### config.mk
export PLATFORM = sky130hd
export DESIGN_NAME = seven_seg_scheduler
export DESIGN_NICKNAME = d
export VERILOG_FILES = /design/src/rtl/sevseg_pkg.sv /design/src/rtl/seven_seg_scheduler_hex_to_seg.sv /design/src/rtl/seven_seg_scheduler.sv
export SDC_FILE = /design/constraint.sdc
export NUM_CORES = 1
export LEC_CHECK = 0
export ABC_AREA = 1
export CAP_MARGIN = 0
export CORE_AREA = 2 2 92 103
export CTS_BUF_LIST = sky130_fd_sc_hd__clkbuf_4
export DETAILED_ROUTE_END_ITERATION = 12
export DIE_AREA = 0 0 94 105
export PLACE_DENSITY = 0.86
export SETUP_SLACK_MARGIN = 0.5
export SLEW_MARGIN = 20
export SYNTH_ARGS = -nofsm -noshare
export SYNTH_HDL_FRONTEND = slang
export SYNTH_HIERARCHICAL = 1
export SYNTH_SLANG_ARGS = --single-unit
### constraint.sdc
create_clock -name clk -period 4.3 [get_ports clk]
set_input_delay 1.29 -clock clk [delete_from_list [all_inputs] [get_ports clk]]
set_output_delay 1.29 -clock clk [all_outputs]
set_load 0.03 [all_outputs]
### src/rtl/sevseg_pkg.sv
// Shared types and glyph constants for the seven-segment display scheduler.
// Segment order is {g,f,e,d,c,b,a}; all patterns are active-low.
package sevseg_pkg;

    typedef enum logic [1:0] {
        IDLE = 2'd0,
        SHOW = 2'd1,
        HOLD = 2'd2
    } state_t;

    localparam logic [6:0] SEG_OFF = 7'h7F;
    localparam logic [3:0] AN_OFF  = 4'hF;

    localparam logic [6:0] GLYPH_0 = 7'h40;
    localparam logic [6:0] GLYPH_1 = 7'h79;
    localparam logic [6:0] GLYPH_2 = 7'h24;
    localparam logic [6:0] GLYPH_3 = 7'h30;
    localparam logic [6:0] GLYPH_4 = 7'h19;
    localparam logic [6:0] GLYPH_5 = 7'h12;
    localparam logic [6:0] GLYPH_6 = 7'h02;
    localparam logic [6:0] GLYPH_7 = 7'h78;
    localparam logic [6:0] GLYPH_8 = 7'h00;
    localparam logic [6:0] GLYPH_9 = 7'h10;
    localparam logic [6:0] GLYPH_A = 7'h08;
    localparam logic [6:0] GLYPH_B = 7'h03;
    localparam logic [6:0] GLYPH_C = 7'h46;
    localparam logic [6:0] GLYPH_D = 7'h21;
    localparam logic [6:0] GLYPH_E = 7'h06;
    localparam logic [6:0] GLYPH_F = 7'h0E;

endpackage

### src/rtl/seven_seg_scheduler_hex_to_seg.sv
// Combinational hex nibble to active-low seven-segment pattern.
// Covers the full 0-F range including the A b C d E F letter glyphs.
module hex_to_seg
    import sevseg_pkg::*;
(
    input  logic [3:0] nib,
    output logic [6:0] seg
);

    always_comb begin
        seg = SEG_OFF;
        case (nib)
            4'h0: seg = GLYPH_0;
            4'h1: seg = GLYPH_1;
            4'h2: seg = GLYPH_2;
            4'h3: seg = GLYPH_3;
            4'h4: seg = GLYPH_4;
            4'h5: seg = GLYPH_5;
            4'h6: seg = GLYPH_6;
            4'h7: seg = GLYPH_7;
            4'h8: seg = GLYPH_8;
            4'h9: seg = GLYPH_9;
            4'hA: seg = GLYPH_A;
            4'hB: seg = GLYPH_B;
            4'hC: seg = GLYPH_C;
            4'hD: seg = GLYPH_D;
            4'hE: seg = GLYPH_E;
            4'hF: seg = GLYPH_F;
            default: seg = SEG_OFF;
        endcase
    end

endmodule

### src/rtl/seven_seg_scheduler.sv
// Round-robin owner of the 4-digit multiplexed display with a minimum hold.
// Define SEVSEG_LEAD_ZERO_BLANK_EN to blank leading zero digits.
module seven_seg_scheduler
    import sevseg_pkg::*;
#(
    parameter int N_REQ  = 3,
    parameter int SCAN_W = 18,
    parameter int HOLD_W = 24
) (
    input  logic                 clk,
    input  logic                 rst,
    input  logic [N_REQ-1:0]     req,
    input  logic [16*N_REQ-1:0]  req_code,
    output logic [N_REQ-1:0]     grant,
    output logic [10:0]          seg_data,
    output logic                 busy
);

    state_t              state;
    logic [1:0]          owner;
    logic [1:0]          rr_ptr;
    logic [1:0]          win_idx;
    logic [1:0]          next_ptr;
    logic                win_found;
    logic                expired;
    logic                own_req;
    logic                take;
    logic [N_REQ-1:0]    pool;
    logic [HOLD_W-1:0]   hold_cnt;
    logic [SCAN_W-1:0]   scan_cnt;
    logic [15:0]         code;
    logic [1:0]          digit;
    logic [3:0]          nib;
    logic [3:0]          an;
    logic [6:0]          glyph;
    logic [6:0]          seg;

    // First set bit at or after ptr, wrapping; lowest offset wins.
    function automatic logic [2:0] arb(
        input logic [N_REQ-1:0] r,
        input logic [1:0]       ptr
    );
        logic [2:0]       res;
        logic [N_REQ-1:0] sh;
        int               idx;
        res = '0;
        for (int i = N_REQ - 1; i >= 0; i--) begin
            idx = (int'(ptr) + i) % N_REQ;
            sh  = r >> idx;
            if (sh[0])
                res = {1'b1, 2'(idx)};
        end
        return res;
    endfunction

    function automatic logic [15:0] code_of(input logic [1:0] idx);
        logic [15:0] c;
        c = '0;
        for (int i = 0; i < N_REQ; i++)
            if (idx == 2'(i))
                c = 16'(req_code >> (16 * i));
        return c;
    endfunction

    always_comb begin
        pool = req;
        if (state != IDLE)
            pool = req & ~grant;
        {win_found, win_idx} = arb(pool, rr_ptr);
        expired  = (state == HOLD) || (state == SHOW && &hold_cnt);
        own_req  = |(req & grant);
        take     = win_found && (state == IDLE || expired);
        next_ptr = (win_idx == 2'(N_REQ - 1)) ? 2'd0 : win_idx + 2'd1;
    end

    assign busy  = (state != IDLE);
    assign digit = scan_cnt[SCAN_W-1 -: 2];
    assign nib   = 4'(code >> {digit, 2'b00});
    assign an    = ~(4'b0001 << digit);

    hex_to_seg u_hex (
        .nib (nib),
        .seg (glyph)
    );

`ifdef SEVSEG_LEAD_ZERO_BLANK_EN
    logic lead;

    // A digit is leading when it and every higher nibble are zero.
    always_comb begin
        lead = 1'b0;
        if (digit != 2'd0)
            lead = ((code >> {digit, 2'b00}) == 16'h0);
        seg = lead ? SEG_OFF : glyph;
    end
`else
    assign seg = glyph;
`endif

    always_ff @(posedge clk or negedge rst) begin
        if (!rst) begin
            state    <= IDLE;
            grant    <= '0;
            owner    <= '0;
            rr_ptr   <= '0;
            hold_cnt <= '0;
            scan_cnt <= '0;
            code     <= '0;
            seg_data <= {AN_OFF, SEG_OFF};
        end else begin
            scan_cnt <= scan_cnt + SCAN_W'(1);
            seg_data <= (state == IDLE) ? {AN_OFF, SEG_OFF} : {an, seg};
            if (take) begin
                state    <= SHOW;
                owner    <= win_idx;
                grant    <= N_REQ'(1) << win_idx;
                code     <= code_of(win_idx);
                hold_cnt <= '0;
                rr_ptr   <= next_ptr;
            end else if (state == SHOW && !expired) begin
                hold_cnt <= hold_cnt + HOLD_W'(1);
            end else if (expired && own_req) begin
                state    <= HOLD;
                hold_cnt <= hold_cnt + HOLD_W'(1);
                if (state == HOLD)
                    code <= code_of(owner);
            end else if (expired) begin
                state <= IDLE;
                grant <= '0;
            end
        end
    end

endmodule
# [Yosys cells after proc, flatten, opt, wreduce, memory -nomap -nowiden]
# Memories as Yosys holds them, arrays and structs flattened.
# Cells that the tools add are included.
[classes] mux=27 n_eq_ne=8 n_addsub=5 n_lt_le_gt_ge=0 mul=0 n_reduce_logical=21 shifts=6 bitwise=4 div=3
[ops] cell="$mux W16" n=10
[ops] cell="$shr A3 B32 Y1" n=3
[ops] cell="$mux W24" n=3
[ops] cell="$mod A32 B3 Y32 const B" n=2
[ops] cell="$mod A3 B3 Y32 const B" n=1
[ops] cell="$add A24 B1 Y24 const B" n=1
[ops] cell="$mux W3" n=8
[ops] cell="$reduce_and A24 Y1" n=1
[ops] cell="$add A18 B1 Y18 const B" n=1
[ops] cell="$shr A16 B4 Y4" n=1
[ops] cell="$mux W11" n=1
[ops] cell="$mux W2" n=5
[ops] cell="$reduce_bool A2 Y1" n=4
[ops] cell="$and A3 B3 Y3" n=2
[ops] cell="$eq A2 B1 Y1 const B" n=3
[ops] cell="$eq A2 B2 Y1 const B" n=3
[ops] cell="$logic_not A2 Y1" n=3
[ops] cell="$reduce_and A3 Y1" n=2
[ops] cell="$reduce_bool A3 Y1" n=2
[ops] cell="$logic_and A1 B1 Y1" n=4
[ops] cell="$ne A2 B2 Y1 const B" n=2
[ops] cell="$not A4 Y4" n=1
[ops] cell="$shl A1 B2 Y4 const A" n=1
[ops] cell="$add A2 B1 Y3 const B" n=1
[ops] cell="other kinds (8)" n=9
[word_totals] latchBits=0 wordCells=83 rom_bits=112 inputBits=53 mem_count=1 register_bits=78 ram_bits=0
[mem_list] name="(name not given)" words=16 width=7 read_ports=1 rd_clocked_by_memory_dff=0 wr=0 line_no="seven_seg_scheduler_hex_to_seg.sv:12" text="case (nib)"

# [Longest topological paths before layout]
[logic_depth] depth_word=12 mapped_depth=22 ltp_nobuf=22

# [Cells and area by module]
# Netlist, hierarchy kept.
[by_module_without_submodules] module="seven_seg_scheduler" cells_each=678 seq_area_each_um2=1965.6 area_each_um2=5041.1 n_inst=1
[by_module_without_submodules] module="hex_to_seg" cells_each=49 seq_area_each_um2=0.0 area_each_um2=274.0 n_inst=1

# [Least setup slack after synthesis]
# OpenSTA, ideal clock, no wires.
[synth_timing] path_type="flip-flop to flip-flop" startpoint="register rr_ptr[1]" endpoint="register hold_cnt[20]" arrival_time_ps=2559 path_slack_ps=1616 setup_time_ps=125 stages_incl_launch_ff=19 cell_sequence="dfrtp_1 > inv_1 > ha_1 > inv_1 > nand3_1 > ha_1 > nor2_1 > nand2_1 > nand2_1 > nand2_1 > nor2_2 > nand3_2 > nand3_2 > nand2_2 > buf_8 > inv_8 > buf_8 > nor2_1 > mux2_2"
[synth_between] elab_chain_cells=8
[synth_rtl] element="start, declared" line_no="seven_seg_scheduler.sv:21" text="logic [1:0] rr_ptr;"
[synth_rtl] element="start signal, assigned" line_no="seven_seg_scheduler.sv:119" text="rr_ptr <= next_ptr;"
[synth_rtl] element="$add A2 B2 Y3" line_no="seven_seg_scheduler.sv:48" text="idx = (int'(ptr) + i) % N_REQ;"
[synth_rtl] element="$mod A32 B3 Y32" line_no="seven_seg_scheduler.sv:48"
[synth_rtl] element="$shr A3 B32 Y1" line_no="seven_seg_scheduler.sv:49" text="sh = r >> idx;"
[synth_rtl] element="$mux W3 (2 in series)" line_no="seven_seg_scheduler.sv:50" text="if (sh[0])"
[synth_rtl] element="$mux W3 *" line_no="seven_seg_scheduler.sv:50"
[synth_rtl] element="$logic_and A1 B1 Y1 *" line_no="seven_seg_scheduler.sv:72" text="take = win_found && (state == IDLE || expired);"
[synth_rtl] element="$reduce_bool A3 Y1 (no line) / $mux W24 (equally long branches)"
[synth_rtl] element="end signal, assigned" line_no="seven_seg_scheduler.sv:121" text="hold_cnt <= hold_cnt + HOLD_W'(1);"
[synth_rtl] element="end signal, assigned" line_no="seven_seg_scheduler.sv:124" text="hold_cnt <= hold_cnt + HOLD_W'(1);"
[synth_rtl] element="end, declared" line_no="seven_seg_scheduler.sv:29" text="logic [HOLD_W-1:0] hold_cnt;"
# Mark *: on every way between the ends. The rest lies on a longest branch, timed or not.
# A chain may end at the register's enable or synchronous reset.

# [Worst setup path after layout]
[layout_timing] startpoint="register rr_ptr[1]" endpoint="register code[13]"
[layout_between] elab_chain_cells=11
[layout_rtl] element="$add A2 B2 Y3" line_no="seven_seg_scheduler.sv:48"
[layout_rtl] element="$mod A32 B3 Y32" line_no="seven_seg_scheduler.sv:48"
[layout_rtl] element="$shr A3 B32 Y1" line_no="seven_seg_scheduler.sv:49"
[layout_rtl] element="$mux W3 (2 in series)" line_no="seven_seg_scheduler.sv:50"
[layout_rtl] element="$mux W3 *" line_no="seven_seg_scheduler.sv:50"
[layout_rtl] element="$logic_not A2 Y1" line_no="seven_seg_scheduler.sv:60" text="if (idx == 2'(i))"
[layout_rtl] element="$mux W16 (3 in series)" line_no="seven_seg_scheduler.sv:60"
[layout_rtl] element="$mux W16" line_no="seven_seg_scheduler.sv:113" text="if (take) begin"
[layout_rtl] element="end signal, assigned" line_no="seven_seg_scheduler.sv:117" text="code <= code_of(win_idx);"
[layout_rtl] element="end signal, assigned" line_no="seven_seg_scheduler.sv:126" text="code <= code_of(owner);"
[layout_rtl] element="end, declared" line_no="seven_seg_scheduler.sv:31" text="logic [15:0] code;"
# Marked as above.

==> impl_results.md <==
* Initial Util at 60.5%
* Area grow syn2layout at 15.7%
* Hold Path Cell Cnt at 1
* Switching power at 0.497 mW
* Filler cell count at 724
* CTS clock-pin slew for the worst setup and hold paths at 0.13 ns
* Clock skew at 0.0126 ns
* Syn Nets at 798
* Worst R2R Start: rr_ptr[1]
* Fin Setup TNS at 0 ns
* Met1 Routed Length at 5370 microns
* Slew HR at 32.3%
* Commonest cells after routing, fill and taps aside: nand2_1 (172), nor2_1 (90), nand3_1 (86)
* FF-to-FF setup slack at 0.82 ns
* Cell Pwr Density at 265 nW/um^2
* Worst hold endpoint: scan_cnt[0]
* Placed Area at 5980 sq um
* Buffers on Ports at 67
* Synth cell types at 41
* Top-Level Pins at 68
* Seq pwr share at 50.3%
* Root Driver: clkbuf_4
* Maximum VDD drop at around 0.00025 V
* Drt first pass iters at 6
* Global-route wire length before repair at 22500 microns
* Max layer used: met4
* Most common cell after layout, fill and taps aside: nand2_1
* Critical path peak fanout at 45
* Postcts setup bufs at 0
* DP HPWL at approximately 9800 microns
* Sequential fraction of the synthesis area at a little under two fifths
* Vias at 5279
* CP Cell Sequence: inv_1 -> ha_1 -> inv_1 -> nand3_1 -> ha_1 -> nor2_1 -> nand2_1 -> nand2_1 -> nand2_1 -> nor2_2 -> nand3_2 -> nand3_2 -> nand2_2 -> clkinv_8 -> nand3_1 -> nor2_1 -> nor2_1 -> nor2_1
* Gp weighted congestion at about 1
* Tmin final at 3.48 ns
* Fin. Hold Viols at 0
* HP Class: reg2reg
* CTS Hold Bufs at 0
* CORE AREA at 8780 sq um
* Antenna-violating nets left at 0
* Reg2Reg Depth at 18
* TritonCTS Buffers at 9
* Fin area at between 6000 and 7000 sq um
* H-Tree Depth at 3
* Logic pwr share at 19.4%
* Highest achievable clock rate at 0.287 GHz
* Worst-Margin Slew at 1.01 ns
* Metal2 WL at a little under 7000 microns
* CTS Sinks at 78
* Dpl ws at around 0.49 ns
* DR WL/cell at 15.0 microns
* Status: completed
* GRT Overall Usage at 27.7%
* Max Cap Violations at 0
* Warnings, synthesis at 6
* Routed wl met3 at 927 microns
* Number of global-route vias before repair at 5212
* Worst setup margin at 0.821 ns
* WP data arrival at 3.82 ns
* Cells after Synth at between 700 and 800
* Iter 0 DRT Violations at 374
* Final setup vio count at 0
* HP Start: scan_cnt[0]
* Largest net degree at the start of global routing at 79
* Ant diodes at 0
* Site Rows at 36
* FF-to-FF End: code[13]
* Share of layout cells above drive strength 1 at between 10% and 20%
* Worst setup SP type: flop
* Post-Syn Area at ~5300 sq um
* CTS tree: built
* Max Buffers Root-to-Sink at 2
* Initial antenna violation count at 0
* Most Frequent Cell on Critical Path: nor2_1
* Die area at 9870 sq um
* Leakage at 2.88 nW
* Post-layout util at 70.0%
* Via/cell ratio at approximately 5.8
* Worst Setup Path Type: reg2reg
* Clk_lat worst skew at 0.41 ns
* Worst setup EP type: flop
* Crit-path slowest cell: dfrtp_1
* P_int at 1.13 mW
* GRT overflow at 0
* RSZ-0062 raised after global routing: false
* Die Y-Extent at 105 microns
* Synthesized flop and latch total at ~80
* Die Wd at 94 microns
* Clock share of power at 30.3%
* Power Total at approximately 1.6 mW
* Nets at 857
* Post-Route WL at 13500 microns
* Cells resized by post-CTS repair at 0
* Tcrit/Tclk final at slightly above 80%
* Residual DRC at 0
* Syn avg cell area at ~7.3 sq um
* Max stage delay on crit path at 0.50 ns
* Worst Path Required at 4.64 ns
* Final Max Tran Viols at 0
* Switching part of the total at a little under a third
-- per-layer routing --
layer | track usage (%) | vias to the layer above
met4 | 12.6 | 0
met1 | 34.8 | 2460
met3 | 3.53 | 56
li1 | - | 2486
met2 | 47.1 | 277
met5 | 0 | -
-- cell usage after synthesis --
| cell | instances | share of area (%) |
|---|---|---|
| nand3_2 | 4 | 0.75 |
| o21ai_4 | 1 | 0.31 |
| nand4_1 | 29 | 3.4 |
| buf_2 | 5 | 0.47 |
| o21ai_2 | 1 | 0.16 |
| nor2_4 | 1 | 0.21 |
| inv_1 | 78 | 5.5 |
| buf_8 | 2 | 0.56 |
| xnor2_1 | 3 | 0.49 |
| nor4_1 | 8 | 0.94 |
| o21ai_1 | 4 | 0.38 |
| nor3_1 | 10 | 0.94 |
| nor3b_1 | 1 | 0.14 |
| nor2_2 | 2 | 0.24 |
| buf_6 | 6 | 1.3 |
| a31oi_2 | 1 | 0.24 |
| nand3_1 | 86 | 8.1 |
| nand2_1 | 172 | 12 |
| o211ai_1 | 2 | 0.28 |
| nor2_1 | 91 | 6.4 |
| o221ai_1 | 6 | 0.99 |
| clkbuf_1 | 5 | 0.35 |
| inv_2 | 9 | 0.64 |
| and2b_1 | 1 | 0.14 |
| dfstp_2 | 11 | 5.4 |
| and3_1 | 3 | 0.35 |
| mux2_2 | 3 | 0.64 |
| nand2_4 | 4 | 0.85 |
| or2_2 | 7 | 0.82 |
| nor3_4 | 1 | 0.31 |
| inv_8 | 1 | 0.21 |
| a21oi_1 | 6 | 0.56 |
| nand2_2 | 13 | 1.5 |
| a22oi_1 | 7 | 0.99 |
| ha_1 | 18 | 4.2 |
| nor3_2 | 1 | 0.19 |
| o21ai_0 | 28 | 2.6 |
| xor2_1 | 23 | 3.8 |
| buf_4 | 4 | 0.56 |
| a31oi_1 | 2 | 0.24 |
| dfrtp_1 | 67 | 32 |
-- state kept, by name (all words and copies together), names as in the netlist --
| signal | cells |
|---|---|
| code | 16 |
| grant | 3 |
| hold_cnt | 24 |
| owner | 2 |
| rr_ptr | 2 |
| scan_cnt | 18 |
| seg_data | 11 |
| state | 2 |
-- cells by family (layout without fill, tap and decap cells) --
family / after synthesis / after routing / synth area share, %
AO/OA/AOI/OAI: 58 / 58 / 6.78
adder cells (fa/ha/maj): 18 / 18 / 4.24
multiplexers: 3 / 3 / 0.636
flip-flops: 78 / 78 / 37.0
AND/OR/NAND/NOR: 434 / 434 / 37.5
buffers and inverters: 110 / 173 / 9.58
XOR/XNOR: 26 / 26 / 4.28
-- power groups by stage --
stage / sequential, mW / clock, mW / combinational, mW
after floorplan: 0.825 / 0 / 0.195
after global placement: 0.829 / 0 / 0.303
after detailed placement: 0.831 / 0 / 0.310
after CTS: 0.818 / 0.496 / 0.312
after global routing: 0.824 / 0.529 / 0.353
final: 0.819 / 0.492 / 0.315
-- how the worst max path moves through the flow --
| stage | end | slack, ns | startpoint | cells after the start |
|---|---|---|---|---|
| floorplan | hold_cnt[20] | 1.62 | rr_ptr[1] | 18 |
| global placement | hold_cnt[22] | 0.60 | req[0] | 12 |
| detailed placement | hold_cnt[22] | 0.49 | req[0] | 12 |
| CTS | hold_cnt[22] | 0.82 | rr_ptr[1] | 15 |
| global route | code[7] | 0.52 | rr_ptr[1] | 19 |
| finish | code[13] | 0.82 | rr_ptr[1] | 18 |
-- per-stage QoR --
| step | std cells | hold slack [ns] |
|---|---|---|
| after floorplan | 727 | 0.421 |
| after global placement | 889 | 0.439 |
| after detailed placement | 889 | 0.448 |
| after CTS | 904 | 0.467 |
| after global routing | 904 | 0.520 |
| final | 904 | 0.469 |
-- worst max-delay path: cells and delay by family (launching register included) --
| family | cells | cell delay (ns) |
|---|---|---|
| buf+inv | 3 | 0.58 |
| flops | 1 | 0.50 |
| simple gates | 13 | 1.67 |
| fa+ha+maj | 2 | 0.65 |
-- final cells by class --
cell class	count	area (sq um)	area share [%]
multi-input combinational	539	2850	46.4
sequential	78	1970	32.0
timing repair buffer	70	691	11.2
inverter	88	343	5.58
tap	114	143	2.32
clock inverter	6	87.6	1.42
clock buffer	9	67.6	1.10
Note: power is estimated with default switching activity, not from simulation.
